`config.mk`:
```
export PLATFORM = sky130hd
export DESIGN_NAME = quick_sort_ic
export DESIGN_NICKNAME = d
export VERILOG_FILES = /design/src/rtl/quick_sort_ic.sv
export SDC_FILE = /design/constraint.sdc
export NUM_CORES = 1
export LEC_CHECK = 0
export BUFFER_PORTS_ARGS = -buffer_cell sky130_fd_sc_hd__buf_2
export CAP_MARGIN = 20
export CORE_MARGIN = 1
export CORE_UTILIZATION = 56
export CTS_CLUSTER_DIAMETER = 80
export CTS_CLUSTER_SIZE = 16
export DETAILED_ROUTE_END_ITERATION = 8
export GPL_TIMING_DRIVEN = 0
export PLACE_DENSITY = 0.84
export SYNTH_ARGS = -nofsm -noshare
export SYNTH_HDL_FRONTEND = slang
export SYNTH_SLANG_ARGS = --single-unit
```
`constraint.sdc`:
```
create_clock -name clk -period 8.2 [get_ports clk]
set_clock_uncertainty 0.2 [all_clocks]
set_input_delay 1.64 -clock clk [delete_from_list [all_inputs] [get_ports clk]]
set_output_delay 1.64 -clock clk [all_outputs]
set_load 0.01 [all_outputs]
```
`src/rtl/quick_sort_ic.sv`:
```
// In-place quicksort engine: Lomuto partitioning driven by an explicit lo/hi stack over an internal register file.
// Optional feature macro QSORT_RANGE_CHECK_EN adds an err output that rejects start bounds outside the array.
module quick_sort_ic #(
    parameter int WORD_SIZE = 16,
    parameter int DEPTH     = 16
) (
    input  logic                       clk,
    input  logic                       rst_n,
    input  logic                       start,
    input  logic [WORD_SIZE-1:0]       A,
    input  logic [WORD_SIZE-1:0]       lo,
    input  logic [WORD_SIZE-1:0]       hi,
    input  logic                       wr_en,
    input  logic [$clog2(DEPTH)-1:0]   wr_addr,
    input  logic [WORD_SIZE-1:0]       wr_data,
    input  logic [$clog2(DEPTH)-1:0]   rd_addr,
    output logic [WORD_SIZE-1:0]       rd_data,
    output logic                       busy,
    output logic                       done
`ifdef QSORT_RANGE_CHECK_EN
    ,
    output logic                       err
`endif
);

    localparam int AW = $clog2(DEPTH);
    localparam logic [AW-1:0] ONE = AW'(1);
    localparam logic [AW:0]   P1  = (AW+1)'(1);

    typedef enum logic [2:0] {IDLE, POP, CHECK, SCAN, PUSH, DONE} state_t;

    state_t state, state_next;

    logic [WORD_SIZE-1:0] reg_file [DEPTH];

    // Stack holds lo/hi pairs; pending sub-ranges are disjoint with >= 2 elements, so DEPTH pairs never overflow.
    logic [AW-1:0] stack_lo [DEPTH];
    logic [AW-1:0] stack_hi [DEPTH];
    logic [AW:0]   stack_pointer;

    logic [AW-1:0]        lo_reg, hi_reg, i, j;
    logic [WORD_SIZE-1:0] pivot, temp;

    logic [AW-1:0] eff_lo, eff_hi;
    logic [AW-1:0] pop_idx, push_idx, right_idx;
    logic          accept, reject;
    logic          stack_empty;
    logic          push_left, push_right;
    logic          less, do_swap;

    assign eff_lo = AW'(A + lo);
    assign eff_hi = AW'(A + hi);

    assign accept = start && ((state == IDLE) || (state == DONE));

`ifdef QSORT_RANGE_CHECK_EN
    logic [WORD_SIZE:0] full_lo, full_hi;
    logic               range_bad;

    assign full_lo   = {1'b0, A} + {1'b0, lo};
    assign full_hi   = {1'b0, A} + {1'b0, hi};
    assign range_bad = (full_lo >= (WORD_SIZE+1)'(DEPTH)) || (full_hi >= (WORD_SIZE+1)'(DEPTH));
    assign reject    = accept && range_bad;
`else
    assign reject = 1'b0;
`endif

    assign stack_empty = (stack_pointer == '0);
    assign pop_idx     = AW'(stack_pointer - P1);
    assign push_idx    = AW'(stack_pointer);
    assign push_left   = {1'b0, i} > ({1'b0, lo_reg} + P1);
    assign push_right  = ({1'b0, i} + P1) < {1'b0, hi_reg};
    assign right_idx   = push_left ? AW'(stack_pointer + P1) : push_idx;

    // The last scan step (j == hi) swaps the pivot into its final slot using the same i/j swap path.
    assign less    = reg_file[j] < pivot;
    assign temp    = reg_file[i];
    assign do_swap = (state == SCAN) && (less || (j == hi_reg));

    assign busy    = (state != IDLE) && (state != DONE);
    assign done    = (state == DONE);
    assign rd_data = reg_file[rd_addr];

    // State register.
    always_ff @(posedge clk) begin
        if (!rst_n) begin
            state <= IDLE;
        end else begin
            state <= state_next;
        end
    end

    // Next-state logic.
    always_comb begin
        state_next = state;
        unique case (state)
            IDLE, DONE: begin
                if (accept) begin
                    state_next = reject ? DONE : POP;
                end
            end
            POP:     state_next = stack_empty ? DONE : CHECK;
            CHECK:   state_next = (lo_reg < hi_reg) ? SCAN : POP;
            SCAN:    state_next = (j == hi_reg) ? PUSH : SCAN;
            PUSH:    state_next = POP;
            default: state_next = IDLE;
        endcase
    end

    // Working registers and stack pointer.
    always_ff @(posedge clk) begin
        if (!rst_n) begin
            stack_pointer <= '0;
            lo_reg        <= '0;
            hi_reg        <= '0;
            pivot         <= '0;
            i             <= '0;
            j             <= '0;
        end else begin
            case (state)
                IDLE, DONE: begin
                    if (accept && !reject) begin
                        stack_pointer <= P1;
                    end
                end
                POP: begin
                    if (!stack_empty) begin
                        lo_reg        <= stack_lo[pop_idx];
                        hi_reg        <= stack_hi[pop_idx];
                        stack_pointer <= stack_pointer - P1;
                    end
                end
                CHECK: begin
                    if (lo_reg < hi_reg) begin
                        pivot <= reg_file[hi_reg];
                        i     <= lo_reg;
                        j     <= lo_reg;
                    end
                end
                SCAN: begin
                    if (j != hi_reg) begin
                        if (less) begin
                            i <= i + ONE;
                        end
                        j <= j + ONE;
                    end
                end
                PUSH: begin
                    stack_pointer <= stack_pointer + {{AW{1'b0}}, push_left} + {{AW{1'b0}}, push_right};
                end
                default: ;
            endcase
        end
    end

    // Stack storage; the left sub-range is pushed below the right one so the right is partitioned first.
    always_ff @(posedge clk) begin
        if (rst_n) begin
            if (accept && !reject) begin
                stack_lo[push_idx] <= eff_lo;
                stack_hi[push_idx] <= eff_hi;
            end else if (state == PUSH) begin
                if (push_left) begin
                    stack_lo[push_idx] <= lo_reg;
                    stack_hi[push_idx] <= i - ONE;
                end
                if (push_right) begin
                    stack_lo[right_idx] <= i + ONE;
                    stack_hi[right_idx] <= hi_reg;
                end
            end
        end
    end

    // Array storage survives reset; host writes only land while the engine is not sorting.
    always_ff @(posedge clk) begin
        if (rst_n && do_swap) begin
            reg_file[i] <= reg_file[j];
            reg_file[j] <= temp;
        end else if (wr_en && !busy) begin
            reg_file[wr_addr] <= wr_data;
        end
    end

`ifdef QSORT_RANGE_CHECK_EN
    // Error flag reflects the most recent start request.
    always_ff @(posedge clk) begin
        if (!rst_n) begin
            err <= 1'b0;
        end else if (accept) begin
            err <= range_bad;
        end
    end
`endif

endmodule

```
==> impl_metrics.env <==
export IMPL_stdcell_area_mm2=0.0321
export IMPL_slew_headroom_pct=12.1
export IMPL_synth_top_area_share_pct=40.0
export IMPL_initial_core_util_pct=57.1
export IMPL_synth_fa_ha_area_share_pct=2.12
export IMPL_post_cts_setup_buffer_count=0
export IMPL_area_growth_pct=11.2
export IMPL_grt_antenna_before_repair=2
export IMPL_rows=82
export IMPL_synth_simple_gate_area_share_pct=3.53
export IMPL_drive_gt1_share_pct=31.5
export IMPL_drv_slew=0
export IMPL_synth_edff_count=384
export IMPL_portBuffers=53
export IMPL_crit_path_start_kind="register"
export IMPL_synthMuxAreaShare_pct=42.7
export IMPL_die_x_um=229
export IMPL_cts_made_buffers=35
export IMPL_timing_final_crit_share_pct=95.7
export IMPL_largest_register="reg_file"
export IMPL_synth_top_family_by_area="multiplexers"
export IMPL_numClockSinks=432
export IMPL_drt_iter0_drc=4460
export IMPL_cp_end_kind="register"
export IMPL_hold_path_class="register to register"
export IMPL_worst_pin_slew_ps=1320
export IMPL_synth_seq_cells=432
export IMPL_place_congestion=1.01
export IMPL_synthFlopType="edfxtp_1"
export IMPL_worstHoldStart="stack_pointer[4]"
export IMPL_cts_tree="built"
export IMPL_vias=21894
export IMPL_synth_area_mm2=0.0288
export IMPL_htreeDepth=2
export IMPL_required_ps=8160
export IMPL_synthCells=1929
export IMPL_first_pass_iters=8
export IMPL_cp_arrival_ps=7810
export IMPL_pwr_density_cell_mw_per_mm2=260
export IMPL_placed_cells=2700
export IMPL_setup_tns_ps=0
export IMPL_grt_pass1_vias=21143
export IMPL_cts_root_buffer="clkbuf_16"
export IMPL_ys_top_cells_by_area="edfxtp_1 40%, mux4_2 27%, mux2i_1 12%"
export IMPL_grt_usage_pct=40.0
export IMPL_hold_buffers=0
export IMPL_wirelength_mm=105
export IMPL_grt_max_degree=18
export IMPL_largest_reg_flops=256
export IMPL_status="finished clean"
export IMPL_synthArstFlopShare_pct=0
export IMPL_max_cap_viol_count=0
export IMPL_worstPathMaxFanout=16
export IMPL_reg_largest_list="reg_file (256), stack_hi (64), stack_lo (64)"
export IMPL_clk_pin_slew_worst_paths_ps=70
export IMPL_syn_avg_cell_area_um2=15.0
export IMPL_place_hpwl_mm=71.5
export IMPL_synth_top_area_cell="edfxtp_1"
export IMPL_setup_viol=0
export IMPL_nFillCells=3615
export IMPL_yosysSeqAreaShare_pct=43.3
export IMPL_finalHoldViolCount=0
export IMPL_worstSetupPathType="register to register"
export IMPL_synth_most_common_cell="edfxtp_1"
export IMPL_synth_xor_area_share_pct=0.607
export IMPL_post_route_min_period_ps=7850
export IMPL_antenna_cells=0
export IMPL_cts_path_max_buffers=3
export IMPL_leakagePower_nw=10.7
export IMPL_gr_total_overflow=0
export IMPL_nNetsFinal=2200
export IMPL_dieArea_mm2=0.0524
export IMPL_grt_pass1_wl_mm=148
export IMPL_synth_compound_area_share_pct=4.17
export IMPL_fmax_ghz=0.127
export IMPL_cts_resized=0
export IMPL_yosys_warnings=0
export IMPL_yosys_top_cells_count="384 x edfxtp_1, 346 x mux2i_1, 344 x mux4_2"
export IMPL_synth_distinct_cells=59
export IMPL_coreArea_mm2=0.0505
export IMPL_drcViolationCount=0
export IMPL_ant_nets=0
export IMPL_syn_num_nets=2052
export IMPL_post_route_util_pct=63.6
export IMPL_die_y_um=229
export IMPL_via_per_inst=7.89
export IMPL_ios=94
export IMPL_post_dp_cell_area_mm2=0.0308
export IMPL_instances_no_fill=2776
export IMPL_post_drt_wl_per_cell_um=37.7
export IMPL_rsz0062_at_grt="no"
export IMPL_ir_worst_vdd_mv=0.177
export IMPL_worst_skew_pair_late_latency_ps=590
-- cell families (layout without fill, tap and decap cells) --
group	count (synthesis)	in the layout
adder cells (fa/ha/maj)	47	47
XOR/XNOR	20	20
AO/OA/AOI/OAI	181	181
flip-flops	432	432
AND/OR/NAND/NOR	215	215
buffers and inverters	245	420
multiplexers	789	789
-- path summary, 6_finish.rpt --
kind                            cells past startpoint  slack (ps)               end
worst min register to register                      1         320  stack_pointer[4]
worst max register to register                     13         350  reg_file[13][11]
worst min-delay path                                1         320  stack_pointer[4]
worst max-delay path                               13         350  reg_file[13][11]
-- metal layers --
layer  global-route usage (%)  wire length (µm)  part of all wire [%]  up-vias
met5                     1.56                28                 0.027        -
met2                     56.3             44000                    42     2468
li1                         -                 -                     -     8152
met3                     18.9             19800                    19      593
met4                     24.6              8020                   7.7        4
met1                     49.8             32900                    31    10677
-- placed cells by master (no fill, tap or decap), types with 16 or more instances in the layout --
master	count
and2_1	16
buf_4	21
mux2_2	98
o21ai_0	23
edfxtp_1	384
buf_1	32
buf_2	73
dfxtp_1	48
o21ai_1	25
nand2_1	64
clkbuf_16	36
nor2_1	73
mux4_2	344
mux2i_1	346
clkbuf_1	148
ha_1	44
inv_1	44
buf_8	37
a21oi_1	57
-- worst max-delay path: stages (launching register included) --
cell and delay, ps:
dfxtp_1 310, clkbuf_1 440, buf_1 1020, mux4_2 430
mux4_2 580, ha_1 380, nand2_1 60, o21ai_0 720
o211ai_1 410, a21oi_1 830, nand2_2 220, buf_2 240
a41oi_1 1000, o21bai_4 570
-- power by group --
part           internal [mW]  switching, mW
clock network          0.864          0.870
logic                   1.57           2.27
registers               2.67          0.103
total                   5.10           3.25
-- final cells by class --
cell class / instances / area, µm² / area share, %
Multi-Input combinational cell: 1252 / 15500 / 48.3
Inverter: 46 / 173 / 0.538
Clock buffer: 53 / 965 / 3.01
Sequential cell: 432 / 12500 / 38.9
Buffer: 199 / 853 / 2.66
Timing Repair Buffer: 111 / 1160 / 3.62
Clock inverter: 11 / 111 / 0.347
Tap cell: 672 / 841 / 2.62
-- per-stage QoR --
step | hold slack, ps | setup WS (ps) | power (mW)
after detailed placement | 301 | 826 | 6.42
after CTS | 318 | 814 | 8.10
after global routing | 338 | 407 | 8.49
after global placement | 274 | -1390 | 6.20
after floorplan | 239 | 2450 | 5.17
final | 323 | 351 | 8.35
Note: power is estimated with default switching activity, not from simulation.
